$ cat src/rtl/cmt_intc_pkg.sv
// cmt_intc_pkg
// Shared constants and types for the cmt_intc interrupt controller:
//   - default source count and vector base
//   - priority field width
//   - APB register byte offsets
//   - FSM state type (IDLE / HOLD)
package cmt_intc_pkg;

    localparam int          NSRC_DEF     = 8;
    localparam logic [7:0]  VEC_BASE_DEF = 8'h40;
    localparam int          PRIO_W       = 4;

    localparam logic [7:0]  OFF_IPR   = 8'h00;
    localparam logic [7:0]  OFF_IER   = 8'h04;
    localparam logic [7:0]  OFF_IMR   = 8'h08;
    localparam logic [7:0]  OFF_IPEND = 8'h0C;
    localparam logic [7:0]  OFF_ISTAT = 8'h10;

    typedef enum logic {
        ST_IDLE = 1'b0,
        ST_HOLD = 1'b1
    } state_t;

endpackage

$ cat src/rtl/cmt_intc_if.sv
// cmt_intc_if
// Bundles the APB configuration port and the CPU interrupt handshake.
//   APB:  psel_i, pwrite_i, penable_i, paddr_i[7:0], pwdata_i[31:0]  (to slave)
//         prdata_o[31:0], pslverr_o, pready_o                       (from slave)
//   CPU:  int_ack_i                                                  (to slave)
//         int_req_o, int_level_o[3:0], int_vec_o[7:0]                (from slave)
// Handshake: an APB access completes in the cycle where psel_i and
// penable_i are both high (pready_o is always 1). The CPU acknowledges a
// presented interrupt by holding int_ack_i high for one cycle while
// int_req_o is high; an ack with int_req_o low is ignored.
interface cmt_intc_if;

    logic        psel_i;
    logic        pwrite_i;
    logic        penable_i;
    logic [7:0]  paddr_i;
    logic [31:0] pwdata_i;
    logic [31:0] prdata_o;
    logic        pslverr_o;
    logic        pready_o;

    logic        int_req_o;
    logic [3:0]  int_level_o;
    logic [7:0]  int_vec_o;
    logic        int_ack_i;

    modport slave (
        input  psel_i, pwrite_i, penable_i, paddr_i, pwdata_i, int_ack_i,
        output prdata_o, pslverr_o, pready_o, int_req_o, int_level_o, int_vec_o
    );

    modport master (
        output psel_i, pwrite_i, penable_i, paddr_i, pwdata_i, int_ack_i,
        input  prdata_o, pslverr_o, pready_o, int_req_o, int_level_o, int_vec_o
    );

endinterface

$ cat src/rtl/cmt_intc_arb.sv
// cmt_intc_arb
// Combinational priority arbiter over the candidate vector.
//   i_cand[NSRC-1:0]        candidate sources (pending & enabled & prio != 0)
//   i_prio[NSRC*PRIO_W-1:0] priority field per source
//   o_valid                 at least one candidate exists
//   o_level[PRIO_W-1:0]     priority of the winner (0 when none)
//   o_idx[IDXW-1:0]         index of the winner (0 when none)
// Highest priority wins; ties go to the lowest source index.
module cmt_intc_arb
    import cmt_intc_pkg::*;
#(
    parameter int NSRC = NSRC_DEF,
    parameter int IDXW = 3
) (
    input  logic [NSRC-1:0]        i_cand,
    input  logic [NSRC*PRIO_W-1:0] i_prio,
    output logic                   o_valid,
    output logic [PRIO_W-1:0]      o_level,
    output logic [IDXW-1:0]        o_idx
);

    logic              w_valid;
    logic [PRIO_W-1:0] w_level;
    logic [IDXW-1:0]   w_idx;

    // Ascending scan with a strict '>' compare: an equal priority found
    // later never displaces an earlier (lower-index) winner.
    always_comb begin
        w_valid = 1'b0;
        w_level = '0;
        w_idx   = '0;
        for (int i = 0; i < NSRC; i++) begin
            if (i_cand[i] && (!w_valid || (i_prio[i*PRIO_W +: PRIO_W] > w_level))) begin
                w_valid = 1'b1;
                w_level = i_prio[i*PRIO_W +: PRIO_W];
                w_idx   = IDXW'(i);
            end
        end
    end

    assign o_valid = w_valid;
    assign o_level = w_level;
    assign o_idx   = w_idx;

endmodule

$ cat src/rtl/cmt_intc.sv
// cmt_intc
// Interrupt controller behind the two-channel compare-match timer.
// Latches/masks NSRC interrupt lines, arbitrates by 4-bit priority and
// presents one level/vector request to the CPU with an ack handshake.
// Ports:
//   clk, rst          clock, synchronous active-high reset
//   src_i[NSRC-1:0]   raw interrupt lines (bit0 = cmt0, bit1 = cmt1)
//   dbg_state_o       current FSM state
//   bus               APB slave + CPU request/ack (cmt_intc_if.slave)
// Registers: 0x00 IPR, 0x04 IER, 0x08 IMR, 0x0C IPEND (W1C, edge bits),
//            0x10 ISTAT (read-only).
module cmt_intc
    import cmt_intc_pkg::*;
#(
    parameter int         NSRC     = NSRC_DEF,
    parameter logic [7:0] VEC_BASE = VEC_BASE_DEF
) (
    input  logic            clk,
    input  logic            rst,
    input  logic [NSRC-1:0] src_i,
    output state_t          dbg_state_o,
    cmt_intc_if.slave       bus
);

    localparam int IDXW = (NSRC > 1) ? $clog2(NSRC) : 1;

    // Configuration and capture state
    logic [NSRC*PRIO_W-1:0] r_ipr;
    logic [NSRC-1:0]        r_ier;
    logic [NSRC-1:0]        r_imr;
    logic [NSRC-1:0]        r_pend_e;
    logic [NSRC-1:0]        r_src_q;
    logic [NSRC-1:0]        r_src_d;

    // Presented request
    state_t                 r_state;
    logic                   r_req;
    logic [PRIO_W-1:0]      r_level;
    logic [7:0]             r_vec;
    logic [IDXW-1:0]        r_idx;

    logic                   w_wr;
    logic                   w_access;
    logic                   w_mapped;
    logic [NSRC-1:0]        w_edge_set;
    logic [NSRC-1:0]        w_w1c;
    logic [NSRC-1:0]        w_ack_clr;
    logic                   w_ack_fire;
    logic [NSRC-1:0]        w_pend;
    logic [NSRC-1:0]        w_prio_nz;
    logic [NSRC-1:0]        w_cand;
    logic                   w_valid;
    logic [PRIO_W-1:0]      w_level;
    logic [IDXW-1:0]        w_idx;
    logic [31:0]            w_istat;
    logic [31:0]            w_rdata;

    assign w_access = bus.psel_i & bus.penable_i;
    assign w_wr     = w_access & bus.pwrite_i;

    // Edge-mode bits live in r_pend_e; level-mode bits follow src_q directly.
    assign w_edge_set = r_src_q & ~r_src_d & r_imr;
    assign w_w1c      = (w_wr && (bus.paddr_i == OFF_IPEND)) ? (bus.pwdata_i[NSRC-1:0] & r_imr) : '0;
    assign w_ack_fire = (r_state == ST_IDLE) && r_req && bus.int_ack_i;
    assign w_ack_clr  = w_ack_fire ? (NSRC'(1) << r_idx) : '0;
    assign w_pend     = (r_pend_e & r_imr) | (r_src_q & ~r_imr);

    always_comb begin
        w_prio_nz = '0;
        for (int i = 0; i < NSRC; i++) begin
            w_prio_nz[i] = |r_ipr[i*PRIO_W +: PRIO_W];
        end
    end

    assign w_cand = w_pend & r_ier & w_prio_nz;

    cmt_intc_arb #(
        .NSRC (NSRC),
        .IDXW (IDXW)
    ) u_arb (
        .i_cand  (w_cand),
        .i_prio  (r_ipr),
        .o_valid (w_valid),
        .o_level (w_level),
        .o_idx   (w_idx)
    );

    // Registers, source capture and pending. A same-cycle edge set is OR-ed
    // in after the clears, so it beats both W1C and ack.
    always_ff @(posedge clk) begin
        if (rst) begin
            r_ipr    <= '0;
            r_ier    <= '0;
            r_imr    <= '0;
            r_pend_e <= '0;
            r_src_q  <= '0;
            r_src_d  <= '0;
        end else begin
            r_src_q  <= src_i;
            r_src_d  <= r_src_q;
            r_pend_e <= (r_pend_e & ~(w_w1c | w_ack_clr)) | w_edge_set;
            if (w_wr) begin
                case (bus.paddr_i)
                    OFF_IPR: r_ipr <= bus.pwdata_i[NSRC*PRIO_W-1:0];
                    OFF_IER: r_ier <= bus.pwdata_i[NSRC-1:0];
                    OFF_IMR: r_imr <= bus.pwdata_i[NSRC-1:0];
                    default: ;
                endcase
            end
        end
    end

    // Request FSM: IDLE tracks the arbiter each cycle; an accepted ack
    // forces one HOLD cycle with the request low.
    always_ff @(posedge clk) begin
        if (rst) begin
            r_state <= ST_IDLE;
            r_req   <= 1'b0;
            r_level <= '0;
            r_vec   <= '0;
            r_idx   <= '0;
        end else begin
            case (r_state)
                ST_IDLE: begin
                    if (w_ack_fire) begin
                        r_req   <= 1'b0;
                        r_state <= ST_HOLD;
                    end else begin
                        r_req   <= w_valid;
                        r_level <= w_valid ? w_level : '0;
                        r_vec   <= w_valid ? (VEC_BASE + 8'(w_idx)) : 8'h00;
                        r_idx   <= w_idx;
                    end
                end
                ST_HOLD: begin
                    r_req   <= 1'b0;
                    r_state <= ST_IDLE;
                end
                default: begin
                    r_req   <= 1'b0;
                    r_state <= ST_IDLE;
                end
            endcase
        end
    end

    assign w_istat = {14'd0, (r_state == ST_HOLD), r_req, r_vec, 4'd0, r_level};

    always_comb begin
        w_rdata  = '0;
        w_mapped = 1'b1;
        case (bus.paddr_i)
            OFF_IPR:   w_rdata = 32'(r_ipr);
            OFF_IER:   w_rdata = 32'(r_ier);
            OFF_IMR:   w_rdata = 32'(r_imr);
            OFF_IPEND: w_rdata = 32'(w_pend);
            OFF_ISTAT: w_rdata = w_istat;
            default:   w_mapped = 1'b0;
        endcase
    end

    assign bus.prdata_o    = bus.psel_i ? w_rdata : 32'd0;
    assign bus.pslverr_o   = w_access & ~w_mapped;
    assign bus.pready_o    = 1'b1;
    assign bus.int_req_o   = r_req;
    assign bus.int_level_o = r_level;
    assign bus.int_vec_o   = r_vec;
    assign dbg_state_o     = r_state;

endmodule

$ cat src/flat_wrapper.sv
// flat-port wrapper written by rule: the top's interface ports become plain ports
module cmt_intc_flat import cmt_intc_pkg::*;
#(
    parameter int         NSRC     = NSRC_DEF,
    parameter logic [7:0] VEC_BASE = VEC_BASE_DEF
)
  (clk, rst, src_i, dbg_state_o, bus_psel_i, bus_pwrite_i, bus_penable_i, bus_paddr_i, bus_pwdata_i, bus_int_ack_i, bus_prdata_o, bus_pslverr_o, bus_pready_o, bus_int_req_o, bus_int_level_o, bus_int_vec_o);
  cmt_intc_if bus_i ();
  input  logic clk;
  input  logic rst;
  input  logic [NSRC-1:0] src_i;
  output state_t dbg_state_o;
  input wire logic [$bits(bus_i.psel_i)-1:0] bus_psel_i;
  input wire logic [$bits(bus_i.pwrite_i)-1:0] bus_pwrite_i;
  input wire logic [$bits(bus_i.penable_i)-1:0] bus_penable_i;
  input wire logic [$bits(bus_i.paddr_i)-1:0] bus_paddr_i;
  input wire logic [$bits(bus_i.pwdata_i)-1:0] bus_pwdata_i;
  input wire logic [$bits(bus_i.int_ack_i)-1:0] bus_int_ack_i;
  output wire logic [$bits(bus_i.prdata_o)-1:0] bus_prdata_o;
  output wire logic [$bits(bus_i.pslverr_o)-1:0] bus_pslverr_o;
  output wire logic [$bits(bus_i.pready_o)-1:0] bus_pready_o;
  output wire logic [$bits(bus_i.int_req_o)-1:0] bus_int_req_o;
  output wire logic [$bits(bus_i.int_level_o)-1:0] bus_int_level_o;
  output wire logic [$bits(bus_i.int_vec_o)-1:0] bus_int_vec_o;
  assign bus_i.psel_i = bus_psel_i;
  assign bus_i.pwrite_i = bus_pwrite_i;
  assign bus_i.penable_i = bus_penable_i;
  assign bus_i.paddr_i = bus_paddr_i;
  assign bus_i.pwdata_i = bus_pwdata_i;
  assign bus_i.int_ack_i = bus_int_ack_i;
  assign bus_prdata_o = bus_i.prdata_o;
  assign bus_pslverr_o = bus_i.pslverr_o;
  assign bus_pready_o = bus_i.pready_o;
  assign bus_int_req_o = bus_i.int_req_o;
  assign bus_int_level_o = bus_i.int_level_o;
  assign bus_int_vec_o = bus_i.int_vec_o;
  cmt_intc #(.NSRC(NSRC), .VEC_BASE(VEC_BASE)) u_core (.clk(clk), .rst(rst), .src_i(src_i), .dbg_state_o(dbg_state_o), .bus(bus_i));
endmodule
$ cat config.mk
export PLATFORM = sky130hd
export DESIGN_NAME = cmt_intc_flat
export DESIGN_NICKNAME = d
export VERILOG_FILES = /design/src/rtl/cmt_intc_pkg.sv /design/src/rtl/cmt_intc_if.sv /design/src/rtl/cmt_intc_arb.sv /design/src/rtl/cmt_intc.sv /design/src/flat_wrapper.sv
export SDC_FILE = /design/constraint.sdc
export NUM_CORES = 1
export LEC_CHECK = 0
export ABC_CLOCK_PERIOD_IN_PS = 16300
export CAP_MARGIN = 20
export CORE_MARGIN = 4
export CORE_UTILIZATION = 46
export CTS_BUF_LIST = sky130_fd_sc_hd__clkbuf_16
export CTS_CLUSTER_SIZE = 28
export DETAILED_ROUTE_END_ITERATION = 6
export GPL_ROUTABILITY_DRIVEN = 0
export GPL_TIMING_DRIVEN = 1
export PLACE_DENSITY_LB_ADDON = 0.3
export SLEW_MARGIN = 20
export SYNTH_ARGS = -nofsm -noshare
export SYNTH_HDL_FRONTEND = slang
export SYNTH_HIERARCHICAL = 1
export SYNTH_SLANG_ARGS = --single-unit
$ cat constraint.sdc
create_clock -name clk -period 16.3 [get_ports clk]
set_input_delay 1.63 -clock clk [delete_from_list [all_inputs] [get_ports clk]]
set_output_delay 1.63 -clock clk [all_outputs]
set_load 0.01 [all_outputs]
==> flow_summary.yaml, run 1 <==
clock_tree:
  postCtsSetupRepairBufs: 0
  post_cts_resized: 0
  path_clk_slew_ns: 0.06
  clockBufferDepth: 2
  cts_tree: "built"
  clock_sinks: 85
  cts-htree-levels: 3
  cts-buffers-inserted: 9
  cts_hold_buf: 0
  clock_latency_ns: 0.34
  root_buffer: "clkbuf_16"
critical_path:
  crit_fanout: 18
  critPathBufInv: 3
  crit_cells: 48
  crit_slowest_cell: "o21ai_1"
  cp-end-kind: "flop"
  rr_worst_depth: 48
  path_delay_family: "compound AO/OA/AOI/OAI gates"
  cp_common_cell: "ha_1"
  cp.arrival_ns: 13.36
  cp_slowest_stage_delay_ns: 0.72
  crit_path_start_kind: "flop"
  worstPathRequired_ns: 16.56
  critPathKind: "flop to flop"
yosys:
  synth_area_leaders: "dfxtp_1, ha_1, mux2i_1"
  ys_seq_area_share_pct: 30.1
  ys.flop_type: "dfxtp_1"
  synthTopCellsByCount: "dfxtp_1, nand2_1, a21oi_1, nand4_1, clkbuf_1"
  synth-edff-count: 0
  yosysUniqueCellTypes: 75
  synth_top_area_share_pct: 30.1
  synth.most_common_cell: "dfxtp_1"
  syn-cell-area_um2: 5660
  synth_area_leader_cell: "dfxtp_1"
  synth_area_per_cell_um2: 8.47
  synth-seq-cells: 85
  yosysWarnings: 6
  async_flop_share_pct: 0
  syn_inst: 668
hold_path:
  hold_class: "flop to flop"
  whs_path_depth: 2
die:
  initial_utilization_pct: 47.1
  io_pins: 102
  dieArea_um2: 14100
  placeableCoreArea_um2: 12000
  fp-row-count: 40
  fp.dieW_um: 119
  die_h_um: 119
grt:
  grt_pass1_wl_um: 29100
  antenna_found_initial: 0
  grt_max_degree: 54
  gr-usage-all-layers_pct: 25.6
  first_global_vias: 5480
  overflow: 0
routing:
  wire_per_inst_um: 20.8
  drtPass1Iterations: 7
  drcViolationCount: 0
  vias: 5876
  viasPerCell: 6.65
  routed_wl_um: 18400
  postRouteAntennaNets: 0
  drt_iter0_drc: 691
status:
  outcome: "finished, final reports clean"
sta:
  slew_headroom_pct: 29.0
  skew_ns: 0.00514
  fmax_mhz: 76.3
  worst_slew_pin_slew_ns: 1.07
  setup_viol_count_final: 0
  final-hold-violation-count: 0
  slew_viol_final: 0
  min_period_ns: 13.10
  rsz0062_at_grt: "false"
  hold_slack_ns: 0.480
  finalCritPeriodShare_pct: 80.4
  finalSetupTns_ns: 0
placement:
  io_buffer_count: 96
  dp_hpwl_um: 13300
run:
  maxCapViolCount: 0
pwr:
  p_leak_uw: 0.00247
  p_per_area_nw_per_um2: 62.6
  ir_drop_mv: 0.0579
final_layout:
  layout-drive-gt1-share_pct: 9.23
  syn2layout_area_growth_pct: 22.2
  diodes: 0
  nNetsFinal: 815
-- power breakdown --
| group | switching (µW) | internal, µW | leakage [µW] |
|---|---|---|---|
| combinational | 19.8 | 17.0 | 0.00165 |
| clock | 83.9 | 102 | 0.000131 |
| sequential | 0.756 | 210 | 0.000688 |
| total | 104 | 329 | 0.00247 |
-- area by class of cell --
class                   count  area (µm²)
clock buffers               9         225
clock inverters             6        38.8
fillers                  1069        5100
inverters                  26        97.6
multi-input cells         507        3650
flip-flops and latches     85        1700
well taps                 147         184
repair buffers            104        1010
-- logic make-up after synthesis --
| group | Yosys count | synth area share [%] |
|---|---|---|
| compound gates | 166 | 21.2 |
| fa+ha+maj | 28 | 6.19 |
| buf+inv | 79 | 6.06 |
| flops | 85 | 30.1 |
| mux | 46 | 9.29 |
| other cells | 2 | 0.133 |
| simple gates | 262 | 27.0 |
-- worst min-delay path, stage by stage, from the launching register on --
cell and delay, ns:
dfxtp_1 0.32, nand2_1 0.06, a21oi_1 0.05
-- flip-flops by register name, summed over array words and instances, names as in the netlist --
register                count
u_core/r_pend_e             8
u_core/r_ier                8
u_core/dbg_state_o          1
u_core/bus.int_level_o      4
u_core/r_idx                3
u_core/bus.int_req_o        1
u_core/r_ipr               32
u_core/r_imr                8
u_core/r_src_d              8
u_core/bus.int_vec_o        4
u_core/r_src_q              8
-- through the flow --
| step | instance area (µm²) | std cells | util (%) | power (µW) | setup WS (ns) |
|---|---|---|---|---|---|
| 5_1_grt | 6910 | 884 | 57.6 | 447 | 2.29 |
| 3_3_place_gp | 6650 | 868 | 55.3 | 251 | 4.37 |
| 2_1_floorplan | 5670 | 671 | - | 232 | 6.43 |
| 3_5_place_dp | 6650 | 868 | 55.3 | 251 | 3.67 |
| 4_1_cts | 6910 | 883 | 57.5 | 437 | 3.55 |
| 6_report | 6910 | 884 | 57.6 | 433 | 3.20 |
-- final timing paths --
| path | start | end | slack [ns] |
|---|---|---|---|
| worst max-delay path | u_core/r_ipr[1] | u_core/bus.int_level_o[0] | 3.20 |
| worst min-delay path | u_core/r_idx[1] | u_core/r_idx[1] | 0.48 |
| worst max register to register | u_core/r_ipr[1] | u_core/bus.int_level_o[0] | 3.20 |
| worst min register to register | u_core/r_idx[1] | u_core/r_idx[1] | 0.48 |
-- cell usage in the layout (no fill, tap or decap), types with 11 or more instances in the layout --
| cell | n |
|---|---|
| a21oi_1 | 47 |
| clkdlybuf4s50_1 | 95 |
| dfxtp_1 | 85 |
| ha_1 | 28 |
| inv_1 | 23 |
| mux2_2 | 12 |
| mux2i_1 | 30 |
| nand2_1 | 73 |
| nand3_1 | 11 |
| nand3b_1 | 11 |
| nand4_1 | 33 |
| nor2_1 | 29 |
| nor2b_1 | 24 |
| nor4_1 | 13 |
| nor4b_1 | 18 |
| o21ai_0 | 14 |
| o31ai_1 | 25 |
-- metal layers --
layer	routed length [µm]	track usage (%)	share of wire [%]
met3	1530	3.80	8.3
met4	658	11.9	3.6
met2	8810	42.0	48
met1	7430	33.2	40
met5	0	0	0
(Power assumes the default switching activity.)
==> run 2: changes to the inputs <==
--- a/config.mk
+++ b/config.mk
@@ -5,7 +5,7 @@
 export SDC_FILE = /design/constraint.sdc
 export NUM_CORES = 1
 export LEC_CHECK = 0
-export ABC_CLOCK_PERIOD_IN_PS = 16300
+export ABC_CLOCK_PERIOD_IN_PS = 11800
 export CAP_MARGIN = 20
 export CORE_MARGIN = 4
 export CORE_UTILIZATION = 46
==> constraint.sdc (replaced) <==
create_clock -name clk -period 11.8 [get_ports clk]
set_input_delay 1.18 -clock clk [delete_from_list [all_inputs] [get_ports clk]]
set_output_delay 1.18 -clock clk [all_outputs]
set_load 0.01 [all_outputs]
==> flow_summary.yaml, run 2 (same netlist as run 1, synthesis figures left out) <==
status:
  outcome: "finished, final reports clean"
placement:
  pre_cts_slack_ns: 0.301
  dp_hpwl_um: 13200
  dpl_cell_area_um2: 6680
  io_buffer_count: 96
die:
  placeableCoreArea_um2: 12000
  initial_utilization_pct: 47.1
  io_pins: 102
  fp-row-count: 40
  dieArea_um2: 14100
  die_h_um: 119
  fp.dieW_um: 119
pwr:
  ir_drop_mv: 0.0758
  p_per_area_nw_per_um2: 87.6
  p_leak_uw: 0.00255
final_layout:
  layout_common_cells: "clkdlybuf4s50_1, dfxtp_1, nand2_1, a21oi_1, nand4_1"
  final_area_um2: 7090
  nNetsFinal: 823
  final_common_cell: "clkdlybuf4s50_1"
  largest_reg_flops: 32
  regMostFlops: "u_core/r_ipr"
  layout-drive-gt1-share_pct: 11.8
  diodes: 0
  syn2layout_area_growth_pct: 25.3
critical_path:
  crit_path_start_kind: "flop"
  cp-end-kind: "flop"
  critPathKind: "flop to flop"
  crit_slowest_cell: "or4_1"
  cp_slowest_stage_delay_ns: 0.52
  worstPathRequired_ns: 11.96
  cp_common_cell: "ha_1"
  cp.arrival_ns: 11.53
  crit_fanout: 17
sta:
  timing.final.ws_setup_ns: 0.432
  slew_viol_final: 0
  skew_ns: 0.0106
  worst_slew_pin_slew_ns: 1.07
  setup_viol_count_final: 0
  final-hold-violation-count: 0
  hold_slack_ns: 0.477
  min_period_ns: 11.37
  fmax_mhz: 88.0
  slew_headroom_pct: 28.2
  finalCritPeriodShare_pct: 96.3
routing:
  viasPerCell: 6.52
  drtPass1Iterations: 7
  postRouteAntennaNets: 0
  drt_iter0_drc: 606
  vias: 5823
  routed_wl_um: 18600
  drcViolationCount: 0
  wire_per_inst_um: 20.9
grt:
  antenna_found_initial: 0
  gr-usage-all-layers_pct: 24.7
  grt_max_degree: 54
  busiest_layer: "met2"
  grt_pass1_wl_um: 28600
  grt_use_met1_pct: 33.2
  grtUsageMet3_pct: 3.66
  use_met2_pct: 41.1
  first_global_vias: 5385
  overflow: 0
clock_tree:
  clock_latency_ns: 0.34
  path_clk_slew_ns: 0.07
  clockBufferDepth: 2
  root_buffer: "clkbuf_16"
  cts_tree: "built"
  cts-htree-levels: 3
  clock_sinks: 85
  cts-buffers-inserted: 9
run:
  maxCapViolCount: 0
hold_path:
  hold_class: "flop to flop"
## run 2: layout make-up
| class | count | area, µm² |
|---|---|---|
| timing repair buffer | 112 | 1080 |
| clock inverter | 7 | 78.8 |
| sequential | 85 | 1700 |
| fill | 1050 | 4920 |
| inverter | 26 | 97.6 |
| multi-input combinational | 507 | 3720 |
| clock buffer | 9 | 225 |
| tap | 147 | 184 |
## run 2: layer usage
metal  part of all wire [%]  vias up
li1                       -     2677
met3                    7.2       57
met1                     43     2782
met2                     48      307
met4                    2.7        0
met5                      0        -
## run 2: through the flow
step	power [µW]	setup TNS (ns)	util, %	instances
detailed placement	347	0	55.6	872
CTS	624	0	58.1	888
global placement	346	0	55.6	872
finish	621	0	59.0	893
global route	637	-0.110	59.0	893
floorplan	320	0	-	671
## run 2: worst paths after layout
| check | start | end | slack (ns) | cells after the start |
|---|---|---|---|---|
| worst min-delay path | u_core/r_idx[1] | u_core/r_idx[1] | 0.48 | 2 |
| worst max register to register | u_core/r_ipr[0] | u_core/bus.int_level_o[1] | 0.43 | 49 |
| worst min register to register | u_core/r_idx[1] | u_core/r_idx[1] | 0.48 | 2 |
| worst max-delay path | u_core/r_ipr[0] | u_core/bus.int_level_o[1] | 0.43 | 49 |
## run 2: timing repair
item	CTS	global route
buffers inserted	0	4
resized for setup	0	12
endpoints found under the setup margin	0	10
hold buffers	0	0
## run 2: critical path, delay by kind of cell (launching register included)
kind,cells,cell delay [ns]
buf+inv,5,0.89
flops,1,0.36
fa+ha+maj,7,2.07
compound gates,23,4.87
simple gates,14,2.97
## run 2: where the power goes
part           internal, µW  total (µW)  switching [µW]
clock network           150         279             129
registers               289         290            1.03
logic                  23.5        51.3            27.8
